<file path="config.mk">
export PLATFORM = sky130hd
export DESIGN_NAME = alu_control
export DESIGN_NICKNAME = d
export VERILOG_FILES = /design/src/rtl/alu_control.sv
export SDC_FILE = /design/constraint.sdc
export NUM_CORES = 1
export LEC_CHECK = 0
export ABC_AREA = 0
export CORE_AREA = 2 2 39 41
export CTS_CLUSTER_DIAMETER = 100
export CTS_CLUSTER_SIZE = 30
export DETAILED_ROUTE_END_ITERATION = 6
export DIE_AREA = 0 0 41 43
export PLACE_DENSITY = 0.53
export SLEW_MARGIN = 25
export SYNTH_ARGS = -nofsm -noshare
export SYNTH_HDL_FRONTEND = slang
export SYNTH_SLANG_ARGS = --single-unit
</file>
<file path="constraint.sdc">
create_clock -name clock -period 0.8 [get_ports clock]
set_input_delay 0.16 -clock clock [delete_from_list [all_inputs] [get_ports clock]]
set_output_delay 0.16 -clock clock [all_outputs]
set_load 0.01 [all_outputs]
</file>
<file path="src/rtl/alu_control.sv">
// alu_control: registered ALU-control decoder.
// Combines the 2-bit ALUOp class from main control with the R-type funct
// field and registers a 3-bit ALU operation select, so the ALU sees a code
// that stays stable for the whole execute cycle.
//
// Interface: there is no handshake. The {ALUOp, funct} pair is sampled on
// every rising clock edge, and saida shows its decode from that edge
// onward. The only state is the 3-bit output register.
module alu_control (
    input  logic       clock,
    input  logic       reset_n,
    input  logic [5:0] funct,
    input  logic [1:0] ALUOp,
    output logic [2:0] saida
);

    // ALU operation codes
    localparam logic [2:0] OP_AND = 3'b000;
    localparam logic [2:0] OP_OR  = 3'b001;
    localparam logic [2:0] OP_ADD = 3'b010;
    localparam logic [2:0] OP_XOR = 3'b011;
    localparam logic [2:0] OP_NOR = 3'b100;
    localparam logic [2:0] OP_SLL = 3'b101;
    localparam logic [2:0] OP_SUB = 3'b110;
    localparam logic [2:0] OP_SLT = 3'b111;

    logic [2:0] next_code;

    // Decode {ALUOp, funct}. funct only matters for the R-type class (10).
    // Unknown R-type functs fall back to ADD; there is no error output.
    always_comb begin
        next_code = OP_ADD;
        casez ({ALUOp, funct})
            8'b00_??????: next_code = OP_ADD;   // load/store address
            8'b01_??????: next_code = OP_SUB;   // branch compare
            8'b11_??????: next_code = OP_OR;    // immediate logical ops
            8'b10_100000: next_code = OP_ADD;
            8'b10_100010: next_code = OP_SUB;
            8'b10_100100: next_code = OP_AND;
            8'b10_100101: next_code = OP_OR;
            8'b10_100110: next_code = OP_XOR;
            8'b10_100111: next_code = OP_NOR;
            8'b10_101010: next_code = OP_SLT;
            8'b10_000000: next_code = OP_SLL;
            default:      next_code = OP_ADD;
        endcase
    end

    // Output register. Reset forces ADD immediately, without a clock edge.
    always_ff @(posedge clock or negedge reset_n) begin
        if (!reset_n) begin
            saida <= OP_ADD;
        end else begin
            saida <= next_code;
        end
    end

endmodule

</file>
==> metrics.txt <==
vias per cell 4.21; Site Rows 14; # port buffers 12; Final setup violation count 4; maximum vdd drop 314 uV; Mapped Avg Cell Area 8.87 um^2; antenna viol nets, final 0; Period Utilization, post-route 125%; I/O Pins 13; clock-pin slew on the worst setup and hold paths 0.04 ns; critical-path cell list buf_6; Max Clk Rate 1.00 GHz; Most flops, register saida; area occupied by multi-input gates 171 um^2; FFs w/ async S/R, synth 100%; Fillers 154; Yosys warning total 0; Storage cell area 76.3 um^2; Critical Path AT 0.84 ns; gr usage total 8.72%; final hold vios 0; worst stage delay on the critical path 0.52 ns; DP HPWL 466 um; biggest regs saida: 3 flops; run status finished with violations; 1st-iter DRT viols 0; fin cells 61; RSZ-0062 raised after global routing yes; leading area contributor after synthesis dfrtp_1; Layout area overhead 128%; WP buf/inv 1; worst min-delay path category in2async; Syn Nets 33; number of flip-flops in the largest register 3; Crit Path Max Fanout 1; Max Buffers Root-to-Sink 2; routability cong. 0.691; setup bufs post-CTS 0; Post-synth EDFFs 0; failing checks negative setup slack; Core Area 1380 um^2; Routed wire per std cell 9.90 um; Crit path max-delay family flip-flops; Placed Cells 57; Critical Path Start Type register; Hold Buf Count CTS 0; Crit path required time 0.64 ns; Syn Inst Count 23; register area share after synthesis 37.4%; DRC viols 0; Leak 0.193 nW; first-pass GRT wire length 1.01 mm; largest net degree at the start of global routing 7; Final min period 1.00 ns; # diodes 0; Max Cap Viol 0; Setup WS post-layout -0.200 ns; Initial Utilization 14.7%; area fraction of the dominant cell type after synthesis 24.5%; vias in the first global route 269; Die X 41 um; PwrDens 1290 nW/um^2; CP max-delay cell dfstp_2; Chip Height 43 um; routed wire length 604 um; layout cells sized above 1 51.1%; top cells by area, synth dfrtp_1, dfstp_2, a2111oi_2, nor4_1, a21oi_1; Yosys cell types 18; NumNets Final 56; Slew @ Worst Pin 0.234 ns; Top FF cell, synth dfrtp_1; Initial DRT Pass Iterations 1; total CTS buffers 3; initial antenna violation count 0; total congestion overflow 0; Min Hold Slack 0.112 ns; Crit Path Category reg2out; Slew Limit Fails 0; CTS sink cnt 3; Max-slew headroom 84.4%; Post-synth top cells a21oi_1, dfrtp_1, nand3_1, nor4_1, o21ai_0; via count 257; CTS root buf clkbuf_4; H-tree depth 1; synthesized flop and latch total 3; Cell Area, Synth 204 um^2; Worst Setup End Kind primary output; total die area 1760 um^2; CTS tree built
[path summary, 6_finish.rpt]
check,start,endpoint,slack [ns],cells past startpoint
min,reset_n,saida[2],0.11,1
min in group clock,ALUOp[1],saida[1],0.25,3
max in group asynchronous,reset_n,saida[1],0.47,1
max,saida[1],saida[1],-0.20,1
[timing repair]
action | 4_1_cts | 5_1_grt
endpoints found under the hold margin | 0 | 0
setup endpoints to repair | 6 | 6
gates resized for setup | 39 | 6
pin swaps | 3 | 5
[layout by cell type (no fill, tap or decap), drive strengths merged]
master and count:
or3 1, clkdlybuf4s15 2, clkdlybuf4s50 1, nand2 1, o31a 1, nand2b 1, o21ai 2, mux2i 1
a21oi 2, clkbuf 4, dlygate4sd2 2, nor2 1, nand3b 1, nand3 2, nor4 2, dfrtp 2
inv 1, dlymetal6s2s 1, dfstp 1, a31oi 1, xnor2 1, a2111oi 1, buf 12, nor3 1
[final cells by class]
| type | instances | area share [%] |
|---|---|---|
| flip-flops and latches | 3 | 16.4 |
| well taps | 16 | 4.31 |
| multi-input cells | 19 | 36.9 |
| repair buffers | 18 | 35.8 |
| clock buffers | 4 | 5.66 |
| inverters | 1 | 0.809 |
[metal layers]
layer	track usage [%]	wire length, um	vias up
met1	9.58	223	111
met3	2.09	76	0
li1	-	-	133
met5	0	0	-
met2	12.8	304	13
met4	8.00	0	0
[per-stage QoR]
stage / total power (W) / util, % / instance area (um^2) / TNS [ns] / setup WS, ns
6_report: 0.000597 / 33.5 / 464 / -0.455 / -0.200
5_1_grt: 0.000636 / 33.5 / 464 / -0.661 / -0.233
4_1_cts: 0.000604 / 32.0 / 443 / -0.525 / -0.212
3_5_place_dp: 0.000323 / 28.6 / 395 / -2.69 / -0.734
3_3_place_gp: 0.000320 / 28.6 / 395 / -2.65 / -0.729
2_1_floorplan: 0.000207 / - / 210 / -0.251 / -0.251
[cells by family after synthesis]
logic type	count (synthesis)	share of synthesized area, %
DFF	3	37.4
muxes	1	4.91
buffers and inverters	1	1.84
xor gates and xnor gates	1	4.30
and+or+nand+nor	10	27.0
AOI/OAI and AO/OA	7	24.5
[power by group]
part | switching, W | leakage, nW | internal (W)
Combinational | 0.0000748 | 0.142 | 0.0000916
Sequential | 0.00000249 | 0.0364 | 0.000164
Clock | 0.0000772 | 0.0150 | 0.000187
Note: power is estimated with default switching activity, not from simulation.
